--- config.mk ---
export PLATFORM = sky130hd
export DESIGN_NAME = pd_rd_ctrl_flat
export DESIGN_NICKNAME = d
export VERILOG_FILES = /design/src/rtl/pd_pkg.sv /design/src/rtl/pd_rd_ctrl_if.sv /design/src/rtl/pd_skid_fifo.sv /design/src/rtl/pd_rd_ctrl.sv /design/src/flat_wrapper.sv
export SDC_FILE = /design/constraint.sdc
export NUM_CORES = 1
export LEC_CHECK = 0
export BUFFER_PORTS_ARGS = -buffer_cell sky130_fd_sc_hd__buf_2
export CAP_MARGIN = 25
export CORE_MARGIN = 4
export CORE_UTILIZATION = 60
export CTS_CLUSTER_DIAMETER = 150
export DETAILED_ROUTE_END_ITERATION = 10
export GPL_ROUTABILITY_DRIVEN = 0
export PLACE_DENSITY_LB_ADDON = 0.1
export SYNTH_ARGS = -nofsm -noshare
export SYNTH_HDL_FRONTEND = slang
export SYNTH_SLANG_ARGS = --single-unit
--- constraint.sdc ---
create_clock -name clk -period 7.1 [get_ports clk]
set_input_delay 2.13 -clock clk [delete_from_list [all_inputs] [get_ports clk]]
set_output_delay 2.13 -clock clk [all_outputs]
set_load 0.05 [all_outputs]
--- src/rtl/pd_pkg.sv ---
// Shared types and constants for the power-detect RAM readout slice.
package pd_pkg;

  localparam int ANW_DEF  = 2;
  localparam int SANW_DEF = 5;

  typedef enum logic [1:0] {
    IDLE,
    READ,
    DRAIN,
    DONE
  } pd_state_e;

  // RAM address width: {sf, ant}
  function automatic int addr_w(input int sanw, input int anw);
    return sanw + anw;
  endfunction

  // Address of the final entry of a frame: {sf_num-1, ant_num-1}
  function automatic int last_addr(input int sf_num, input int ant_num, input int anw);
    return ((sf_num - 1) << anw) | (ant_num - 1);
  endfunction

endpackage

--- src/rtl/pd_rd_ctrl_if.sv ---
// RAM read port plus valid/ready entry stream between the readout
// scheduler (master) and the RAM / downstream consumer (slave).
interface pd_rd_ctrl_if
  import pd_pkg::*;
#(
  parameter int DW = 32,
  parameter int AW = addr_w(SANW_DEF, ANW_DEF)
);

  logic          ram_rd_en;
  logic [AW-1:0] ram_rd_addr;
  logic [DW-1:0] ram_rd_data;
  logic          o_valid;
  logic          o_ready;
  logic [DW-1:0] o_data;
  logic [AW-1:0] o_addr;
  logic          o_last;

  modport master (
    output ram_rd_en, ram_rd_addr, o_valid, o_data, o_addr, o_last,
    input  ram_rd_data, o_ready
  );

  modport slave (
    input  ram_rd_en, ram_rd_addr, o_valid, o_data, o_addr, o_last,
    output ram_rd_data, o_ready
  );

endinterface

--- src/rtl/pd_skid_fifo.sv ---
// Small synchronous FIFO holding RAM read returns until the consumer takes
// them. The caller reserves a slot before each read, so it never overflows.
module pd_skid_fifo #(
  parameter int DEPTH = 4,
  parameter int W     = 8,
  parameter int CW    = $clog2(DEPTH + 1)
) (
  input  logic          clk,
  input  logic          reset,
  input  logic          push,
  input  logic [W-1:0]  din,
  input  logic          pop,
  output logic [W-1:0]  dout,
  output logic [CW-1:0] count
);

  localparam int            PW   = (DEPTH > 1) ? $clog2(DEPTH) : 1;
  localparam logic [PW-1:0] PMAX = PW'(DEPTH - 1);

  logic [W-1:0]  mem [DEPTH];
  logic [PW-1:0] wp;
  logic [PW-1:0] rp;

  // Storage write
  always_ff @(posedge clk) begin
    if (push) mem[wp] <= din;
  end

  // Pointer and occupancy tracking
  always_ff @(posedge clk) begin
    if (reset) begin
      wp    <= '0;
      rp    <= '0;
      count <= '0;
    end else begin
      if (push) wp <= (wp == PMAX) ? '0 : wp + 1'b1;
      if (pop)  rp <= (rp == PMAX) ? '0 : rp + 1'b1;
      case ({push, pop})
        2'b10:   count <= count + 1'b1;
        2'b01:   count <= count - 1'b1;
        default: ;
      endcase
    end
  end

  assign dout = mem[rp];

endmodule

--- src/rtl/pd_rd_ctrl.sv ---
// Power-detect RAM readout scheduler: detects a completed frame-end capture,
// reads every {sf,ant} entry in order under a credit limit, streams the
// entries out and raises per-antenna threshold alarms once per frame.
module pd_rd_ctrl
  import pd_pkg::*;
#(
  parameter int ANT_NUM     = 4,
  parameter int ANW         = ANW_DEF,
  parameter int SANW        = SANW_DEF,
  parameter int SF_ADDR_NUM = 20,
  parameter int DW          = 32,
  parameter int RD_LAT      = 2
) (
  input  logic                        clk,
  input  logic                        reset,
  input  logic                        get_end_wr,
  input  logic [addr_w(SANW,ANW)-1:0] get_end_addr,
  input  logic                        cfg_en,
  input  logic [DW-1:0]               cfg_thr,
  pd_rd_ctrl_if.master                bus,
  output logic [ANT_NUM-1:0]          alarm,
  output logic                        busy,
  output logic                        overrun
);

  localparam int            AW    = addr_w(SANW, ANW);
  localparam int            DEPTH = RD_LAT + 2;
  localparam int            CW    = $clog2(DEPTH + 1);
  localparam int            FW    = DW + AW + 1;
  localparam logic [AW-1:0] LAST  = AW'(last_addr(SF_ADDR_NUM, ANT_NUM, ANW));

  pd_state_e          state;
  logic               wr_d, last_seen, cap_done;
  logic [DW-1:0]      thr;
  logic [ANT_NUM-1:0] acc;
  logic [AW-1:0]      nxt_addr;
  logic               rd_en;
  logic [AW-1:0]      rd_addr;
  logic [CW-1:0]      in_flight;
  logic [RD_LAT-1:0]  vld_pipe;
  logic [AW-1:0]      addr_pipe [RD_LAT];
  logic               push, pop, valid, start, can_issue, issue;
  logic [AW-1:0]      issue_addr, push_addr;
  logic [CW:0]        occupied;
  logic [CW-1:0]      fifo_cnt;
  logic [FW-1:0]      fifo_din, fifo_dout;

  // Next address in {sf,ant} order; ant wraps at ANT_NUM, never reaching 2**ANW
  function automatic logic [AW-1:0] adv(input logic [AW-1:0] a);
    logic [SANW-1:0] s;
    logic [ANW-1:0]  t;
    s = a[AW-1:ANW];
    t = a[ANW-1:0];
    if (t == ANW'(ANT_NUM - 1)) begin
      s = s + 1'b1;
      t = '0;
    end else begin
      t = t + 1'b1;
    end
    return {s, t};
  endfunction

  assign cap_done = wr_d & ~get_end_wr & last_seen;

  // Capture-complete detection: last address written, then write enable falls
  always_ff @(posedge clk) begin
    if (reset) begin
      wr_d      <= 1'b0;
      last_seen <= 1'b0;
    end else begin
      wr_d <= get_end_wr;
      if (cap_done)
        last_seen <= 1'b0;
      else if (get_end_wr && get_end_addr == LAST)
        last_seen <= 1'b1;
    end
  end

  // Read credit: a slot is reserved from issue until the entry leaves the
  // FIFO; a same-cycle pop frees a slot so steady state sustains 1/clock.
  always_comb begin
    pop        = valid & bus.o_ready;
    occupied   = {1'b0, in_flight} + {1'b0, fifo_cnt} - {{CW{1'b0}}, pop};
    can_issue  = occupied < (CW+1)'(DEPTH);
    start      = (state == IDLE) && cap_done && cfg_en;
    issue      = start || ((state == READ) && can_issue);
    issue_addr = start ? '0 : nxt_addr;
  end

  // Readout FSM with registered read strobe, alarm and overrun outputs
  always_ff @(posedge clk) begin
    if (reset) begin
      state    <= IDLE;
      rd_en    <= 1'b0;
      rd_addr  <= '0;
      nxt_addr <= '0;
      thr      <= '0;
      acc      <= '0;
      alarm    <= '0;
      overrun  <= 1'b0;
    end else begin
      rd_en   <= issue;
      overrun <= cap_done && (state != IDLE);
      if (issue) begin
        rd_addr  <= issue_addr;
        nxt_addr <= adv(issue_addr);
      end
      if (push) begin
        for (int unsigned a = 0; a < ANT_NUM; a++)
          if (push_addr[ANW-1:0] == ANW'(a) && bus.ram_rd_data > thr)
            acc[a] <= 1'b1;
      end
      case (state)
        IDLE: begin
          if (start) begin
            state <= (issue_addr == LAST) ? DRAIN : READ;
            thr   <= cfg_thr;
            acc   <= '0;
          end
        end
        READ: begin
          if (can_issue && nxt_addr == LAST) state <= DRAIN;
        end
        DRAIN: begin
          if (in_flight == '0 && fifo_cnt == '0) state <= DONE;
        end
        DONE: begin
          alarm <= acc;
          state <= IDLE;
        end
        default: state <= IDLE;
      endcase
    end
  end

  // In-flight accounting and read-latency alignment of valid/address
  always_ff @(posedge clk) begin
    if (reset) begin
      in_flight <= '0;
      vld_pipe  <= '0;
      for (int unsigned i = 0; i < RD_LAT; i++) addr_pipe[i] <= '0;
    end else begin
      case ({issue, push})
        2'b10:   in_flight <= in_flight + 1'b1;
        2'b01:   in_flight <= in_flight - 1'b1;
        default: ;
      endcase
      vld_pipe[0]  <= rd_en;
      addr_pipe[0] <= rd_addr;
      for (int unsigned i = 1; i < RD_LAT; i++) begin
        vld_pipe[i]  <= vld_pipe[i-1];
        addr_pipe[i] <= addr_pipe[i-1];
      end
    end
  end

  assign push      = vld_pipe[RD_LAT-1];
  assign push_addr = addr_pipe[RD_LAT-1];
  assign fifo_din  = {push_addr == LAST, push_addr, bus.ram_rd_data};

  pd_skid_fifo #(
    .DEPTH (DEPTH),
    .W     (FW),
    .CW    (CW)
  ) u_fifo (
    .clk   (clk),
    .reset (reset),
    .push  (push),
    .din   (fifo_din),
    .pop   (pop),
    .dout  (fifo_dout),
    .count (fifo_cnt)
  );

  assign valid           = (fifo_cnt != '0);
  assign bus.o_valid     = valid;
  assign bus.o_data      = valid ? fifo_dout[DW-1:0]  : '0;
  assign bus.o_addr      = valid ? fifo_dout[DW +: AW] : '0;
  assign bus.o_last      = valid & fifo_dout[FW-1];
  assign bus.ram_rd_en   = rd_en;
  assign bus.ram_rd_addr = rd_addr;
  assign busy            = (state != IDLE);

endmodule

--- src/flat_wrapper.sv ---
// flat-port wrapper written by rule: the top's interface ports become plain ports
module pd_rd_ctrl_flat import pd_pkg::*;
#(
  parameter int ANT_NUM     = 4,
  parameter int ANW         = ANW_DEF,
  parameter int SANW        = SANW_DEF,
  parameter int SF_ADDR_NUM = 20,
  parameter int DW          = 32,
  parameter int RD_LAT      = 2
)
  (clk, reset, get_end_wr, get_end_addr, cfg_en, cfg_thr, alarm, busy, overrun, bus_ram_rd_en, bus_ram_rd_addr, bus_o_valid, bus_o_data, bus_o_addr, bus_o_last, bus_ram_rd_data, bus_o_ready);
  pd_rd_ctrl_if #(.DW(DW), .AW((7))) bus_i ();
  input  logic clk;
  input  logic reset;
  input  logic get_end_wr;
  input  logic [addr_w(SANW,ANW)-1:0] get_end_addr;
  input  logic cfg_en;
  input  logic [DW-1:0] cfg_thr;
  output logic [ANT_NUM-1:0] alarm;
  output logic busy;
  output logic overrun;
  output wire logic [$bits(bus_i.ram_rd_en)-1:0] bus_ram_rd_en;
  output wire logic [$bits(bus_i.ram_rd_addr)-1:0] bus_ram_rd_addr;
  output wire logic [$bits(bus_i.o_valid)-1:0] bus_o_valid;
  output wire logic [$bits(bus_i.o_data)-1:0] bus_o_data;
  output wire logic [$bits(bus_i.o_addr)-1:0] bus_o_addr;
  output wire logic [$bits(bus_i.o_last)-1:0] bus_o_last;
  input wire logic [$bits(bus_i.ram_rd_data)-1:0] bus_ram_rd_data;
  input wire logic [$bits(bus_i.o_ready)-1:0] bus_o_ready;
  assign bus_ram_rd_en = bus_i.ram_rd_en;
  assign bus_ram_rd_addr = bus_i.ram_rd_addr;
  assign bus_o_valid = bus_i.o_valid;
  assign bus_o_data = bus_i.o_data;
  assign bus_o_addr = bus_i.o_addr;
  assign bus_o_last = bus_i.o_last;
  assign bus_i.ram_rd_data = bus_ram_rd_data;
  assign bus_i.o_ready = bus_o_ready;
  pd_rd_ctrl #(.ANT_NUM(ANT_NUM), .ANW(ANW), .SANW(SANW), .SF_ADDR_NUM(SF_ADDR_NUM), .DW(DW), .RD_LAT(RD_LAT)) u_core (.clk(clk), .reset(reset), .get_end_wr(get_end_wr), .get_end_addr(get_end_addr), .cfg_en(cfg_en), .cfg_thr(cfg_thr), .bus(bus_i), .alarm(alarm), .busy(busy), .overrun(overrun));
endmodule
# ---- Word-level counts from Yosys, hierarchy flattened
# Memories as Yosys holds them, arrays and structs flattened. A register that Yosys moved wholly into a read port is not among the register bits.
# Index checks and enable logic that the tools add are counted.
# W data, S select, Z words.
dict set report totals {
  word_cells 109
  in_bits 76
  mem_bits_rw 174
  out_inout_bits 55
  mem_count 2
  register_bits 72
}
# memory words word_bits read_ports rd_clocked_by_memory_dff write_ports line
set memory_table {}
lappend memory_table {u_core.u_fifo.mem 4 40 1 1 1 pd_skid_fifo.sv:20} ;# logic [W-1:0] mem [DEPTH];
lappend memory_table {u_core.addr_pipe 2 7 2 0 2 pd_rd_ctrl.sv:41} ;# logic [AW-1:0] addr_pipe [RD_LAT];
dict set report classes {
  n_reduce_logical 23
  add_sub_neg 10
  n_bitwise 7
  n_eq_ne 20
  order_cmp 2
  muxes 30
}
# op count
set op_table {}
lappend op_table {{$gt A32 B32 Y1} 1}
lappend op_table {{$mux W32} 1}
lappend op_table {{$eq A7 B7 Y1 const B} 4}
lappend op_table {{$mux W7} 4}
lappend op_table {{$eq A2 B2 Y1 const B} 9}
lappend op_table {{$mux W2} 9}
lappend op_table {{$mux W4} 3}
lappend op_table {{$pmux W3 S2} 2}
lappend op_table {{$logic_and A1 B1 Y1} 11}
lappend op_table {{$mux W1} 9}
lappend op_table {{$eq A2 B1 Y1 const B} 4}
lappend op_table {{$pmux W2 S4} 1}
lappend op_table {{$add A2 B1 Y2 const B} 3}
lappend op_table {{$add A3 B1 Y3 const B} 2}
lappend op_table {{$logic_not A3 Y1} 2}
lappend op_table {{$reduce_bool A2 Y1} 3}
lappend op_table {{$sub A3 B1 Y3 const B} 2}
lappend op_table {{$add A5 B1 Y5 const B} 1}
lappend op_table {{$mux W5} 1}
lappend op_table {{$add A3 B3 Y4} 1}
lappend op_table {{$and A1 B1 Y1} 4}
lappend op_table {{$logic_not A2 Y1} 2}
lappend op_table {{$lt A4 B3 Y1 const B} 1}
lappend op_table {{$ne A2 B1 Y1 const B} 2}
lappend op_table {{other kinds (9)} 10}

# ---- Longest topological paths before layout
dict set report depth {
  word_depth 10
  ltp_mapped 14
  mapped_depth_nobuf 14
}

# ---- Hierarchy
# Synthesis repeated with hierarchy kept, for this count alone.
dict set report unflattened {
  cells_unflattened 767
  area_unflattened_um2 10392.5
}
# mod seq_area_each_um2 cells_each n_inst area_each_um2
set by_module_without_submodules {}
lappend by_module_without_submodules {pd_skid_fifo 4984.8 251 1 6243.5}
lappend by_module_without_submodules {pd_rd_ctrl 1581.5 516 1 4149.0}

# ---- Least setup slack after synthesis
# OpenSTA, ideal clock, no wires.
dict set report synth_timing {
  kind {input-to-reg}
  startpoint {input port bus_o_ready}
  endpoint {register u_core.in_flight[2]}
  t_arrival_ns 4.380
  path_stages 11
  setup_ns 0.070
  required_time_ns 7.030
  slack_ns 2.650
  cell_sequence {nand3_1 ha_1 a31oi_1 mux2i_1 a21oi_1 ha_1 inv_1 fa_1 xor2_1 or3_1 a21oi_1}
}
dict set report synth_between {
  elab_chain_len 7
}
# element line
set synth_lines {}
lappend synth_lines {{start: declaration} flat_wrapper.sv:29} ;# input wire logic [$bits(bus_i.o_ready)-1:0] bus_o_ready;
lappend synth_lines {{$and A1 B1 Y1 *} pd_rd_ctrl.sv:82} ;# pop = valid & bus.o_ready;
lappend synth_lines {{$sub A4 B1 Y4 *} pd_rd_ctrl.sv:83} ;# occupied = {1'b0, in_flight} + {1'b0, fifo_cnt} - {{CW{1'b0}}, pop};
lappend synth_lines {{$lt A4 B3 Y1 *} pd_rd_ctrl.sv:84} ;# can_issue = occupied < (CW+1)'(DEPTH);
lappend synth_lines {{$logic_and A1 B1 Y1 *} pd_rd_ctrl.sv:86} ;# issue = start || ((state == READ) && can_issue);
lappend synth_lines {{$logic_or A1 B1 Y1 *} pd_rd_ctrl.sv:86}
lappend synth_lines {{$eq A2 B1 Y1 / $eq A2 B2 Y1 (equally long branches)} pd_rd_ctrl.sv:143} ;# case ({issue, push})
lappend synth_lines {{$pmux W3 S2 / $reduce_bool A2 Y1 (equally long branches)} -}
lappend synth_lines {{end signal: assignment} pd_rd_ctrl.sv:144} ;# 2'b10: in_flight <= in_flight + 1'b1;
lappend synth_lines {{end signal: assignment} pd_rd_ctrl.sv:145} ;# 2'b01: in_flight <= in_flight - 1'b1;
lappend synth_lines {{end: declaration} pd_rd_ctrl.sv:39} ;# logic [CW-1:0] in_flight;
# Mark *: on every way between the ends. The rest lies on a longest branch, timed or not.
# A chain may end at the register's enable or synchronous reset.

==> results.toml <==
[setup_path]
path_depth = 5
endpoint_kind = "output port"
worstPathRequired_ps = 4970
regToRegSetupSlack_ps = 3390
crit_chain = "buf_12, buf_4, mux4_2, and2_1, buf_2"
start_kind = "register"
slowest_delay_ps = 600
critical_path_class = "reg -> out"
crit_arrival_ps = 2630
crit_buf_inv = 3
r2r_cells = 12
crit_fanout = 17
rr_endpoint = "u_core.in_flight[2]"
crit_family = "buffers and inverters"
cp_slowest_cell = "dfxtp_2"
r2r-start = "u_core.u_fifo.count[0]"
crit_path_end = "bus_o_addr[0]"

[synthesis]
synthXorXnorAreaFrac_pct = 0.6768
synth_cell_types = 45
ys_seq_area_share_pct = 63.43
yosys-top-cells-count = "edfxtp_1, dfxtp_1, nand2_1"
avgSynthCellArea_um2 = 13.34
ys_seq_elements = 248
ys_warn_count = 0
syn-cell-area_mm2 = 0.01035
synth-simple-area-share_pct = 11.24
synth_nets = 903
synth_compound_area_share_pct = 5.475
synth-main-ff-cell = "edfxtp_1"
synthAdderAreaFrac_pct = 6.309
synth_area_leader_cell = "edfxtp_1"
ys_top_cells_by_area = "edfxtp_1, dfxtp_1, mux4_2"
synth_top_family_by_area = "simple AND/OR/NAND/NOR gates"
synth_edf_count = 160
synthCells = 776
ys_async_sr_fraction_pct = 0
yosys-mux-area-fraction_pct = 9.475
yosysMostFrequentCell = "edfxtp_1"
synth_top_area_share_pct = 46.41

[power_and_ir_drop]
combPwrFrac_pct = 33.5
clkPwrFrac_pct = 28.4
switching_power_mw = 1.530
total_power_mw = 4.181
seqPwrFrac_pct = 38.1
swShare_pct = 36.58
p_int_mw = 2.651
p_per_area_mw_per_mm2 = 347.0
peakVddDrop_uv = 277.3
p_leak_nw = 4.354

[clock_tree]
clock_sink_count = 248
root_buffer = "clkbuf_16"
ctsResizeCount = 0
ctsHoldBuffers = 0
postCtsSetupRepairBufs = 0
cts_buffer_depth = 3
cts.clk_slew.worst_paths_ps = 60
clk_latency_ps = 510
htreeDepth = 1
cts_tree = "yes"
cts_inserted_buffers = 24

[place]
dp.final_hpwl_um = 14240
portBuffers = 130
place_ws_ps = 1911

[cells_and_area]
syn_to_final_growth_pct = 16.40
layout-drive-gt1-share_pct = 24.22
num_antenna_cells = 0
fillers = 1161
final_nets = 1034

[sta]
fin_hold_ws_ps = 435.2
setup_viol_count_final = 0
relSlewSlack_pct = 35.41
rsz0062_at_grt = "no"
hold_viol_final = 0
tightestPinTransition_ps = 941.8
setup_tns_ps = 0
period_needed_ps = 4759
slew_violations = 0
max_freq_ghz = 0.2102
period_share_pct = 67.02
fin_ws_ps = 2342
clock_skew_ps = 12.42

[route]
viasPerCell = 5.665
drcViolationCount = 0
drt_iter0_drc = 327
ant_nets = 0
first_pass_iters = 5
vias = 6486
routedWlPerCell_um = 18.73
postRouteWirelength_um = 21450

[floorplan]
initial_utilization_pct = 61.77
die-area_mm2 = 0.01942
fp.dieH_um = 139.4
num_rows = 47
num_io_pins = 131
die_x_um = 139.4
core-area_mm2 = 0.01676

[worst_hold_path]
hp-start = "u_core.addr_pipe[0][4]"
min_path_type = "reg -> reg"

[grt]
grt_usage_pct = 22.19
grt_pass1_wl_um = 34690
antenna_found_initial = 0
grt_max_degree = 61
gr-total-overflow = 0
grt_pass1_vias = 6847

[flow_run]
drv_cap = 0

[status]
status = "finished, final reports clean"
metal layers:
metal  track usage, %  vias to the layer above  wire (um)
li1                 -                     3066          -
met1            28.69                     3191       8772
met2            39.06                      197      10980
met3            3.739                       32       1255
met4            6.076                        0        442
met5                0                        -          0
sequential cells by signal (all words and copies together), names as in the netlist, 3 cells and up, named ones only:
| register | cells |
|---|---|
| u_core.u_fifo.mem | 160 |
| u_core.thr | 32 |
| u_core.addr_pipe | 14 |
| u_core.bus.ram_rd_addr | 7 |
| u_core.nxt_addr | 7 |
| u_core.acc | 4 |
| u_core.alarm | 4 |
| u_core.in_flight | 3 |
| u_core.u_fifo.count | 3 |
cell usage in the layout (no fill, tap or decap), types with 12 or more instances in the layout:
cell type / instances
ha_1: 49
nor2_1: 25
and2_1: 44
nand3_1: 15
nor2b_1: 18
buf_2: 130
a21oi_1: 61
inv_1: 56
mux4_2: 40
clkbuf_16: 24
dfxtp_1: 86
edfxtp_1: 160
nand4_1: 12
nand2_1: 88
kinds of logic after synthesis:
| kind of cell | Yosys count |
|---|---|
| AOI/OAI and AO/OA | 97 |
| xor gates and xnor gates | 8 |
| adders and majority gates | 51 |
| buffers and inverters | 92 |
| DFF | 248 |
| muxes | 48 |
| and+or+nand+nor | 232 |
worst reg2reg max path: cells and delay by family, from the launching register on:
| family | cells | cell delay (ps) |
|---|---|---|
| fa+ha+maj | 3 | 710 |
| mux | 1 | 810 |
| buf+inv | 1 | 70 |
| flops | 1 | 350 |
| simple gates | 3 | 920 |
| compound gates | 3 | 720 |
| xor+xnor | 1 | 70 |
area by class of cell:
type / instances / area, um2 / share of cell area (%)
inverters: 56 / 210.2 / 1.744
well taps: 220 / 275.3 / 2.284
clock buffers: 31 / 646.9 / 5.368
flip-flops and latches: 248 / 6569 / 54.51
multi-input cells: 436 / 3440 / 28.54
clock inverters: 13 / 101.3 / 0.8410
repair buffers: 141 / 808.3 / 6.708
power groups by stage:
| stage | Sequential [mW] | Combinational (mW) | Clock, mW |
|---|---|---|---|
| floorplan | 1.60 | 1.11 | 0 |
| global placement | 1.66 | 1.35 | 0 |
| detailed placement | 1.65 | 1.38 | 0 |
| CTS | 1.62 | 1.38 | 1.21 |
| global route | 1.60 | 1.49 | 1.28 |
| finish | 1.59 | 1.40 | 1.19 |
metrics by stage:
stage	utilization (%)	instance area (um2)	instances
2_1_floorplan	-	10350	776
3_3_place_gp	66.72	11180	1095
3_5_place_dp	67.32	11280	1100
4_1_cts	71.78	12030	1144
5_1_grt	71.90	12050	1145
6_report	71.90	12050	1145
worst min path at each step:
| stage | to | slack (ps) | depth (start not counted) |
|---|---|---|---|
| floorplan | u_core.addr_pipe[0][10] | 410 | 1 |
| global placement | u_core.vld_pipe[1] | 420 | 1 |
| detailed placement | u_core.addr_pipe[0][11] | 430 | 1 |
| CTS | u_core.addr_pipe[0][11] | 440 | 1 |
| global route | u_core.addr_pipe[0][13] | 450 | 1 |
| finish | u_core.addr_pipe[0][11] | 440 | 1 |
No activity file was read; power rests on OpenSTA's default activity.
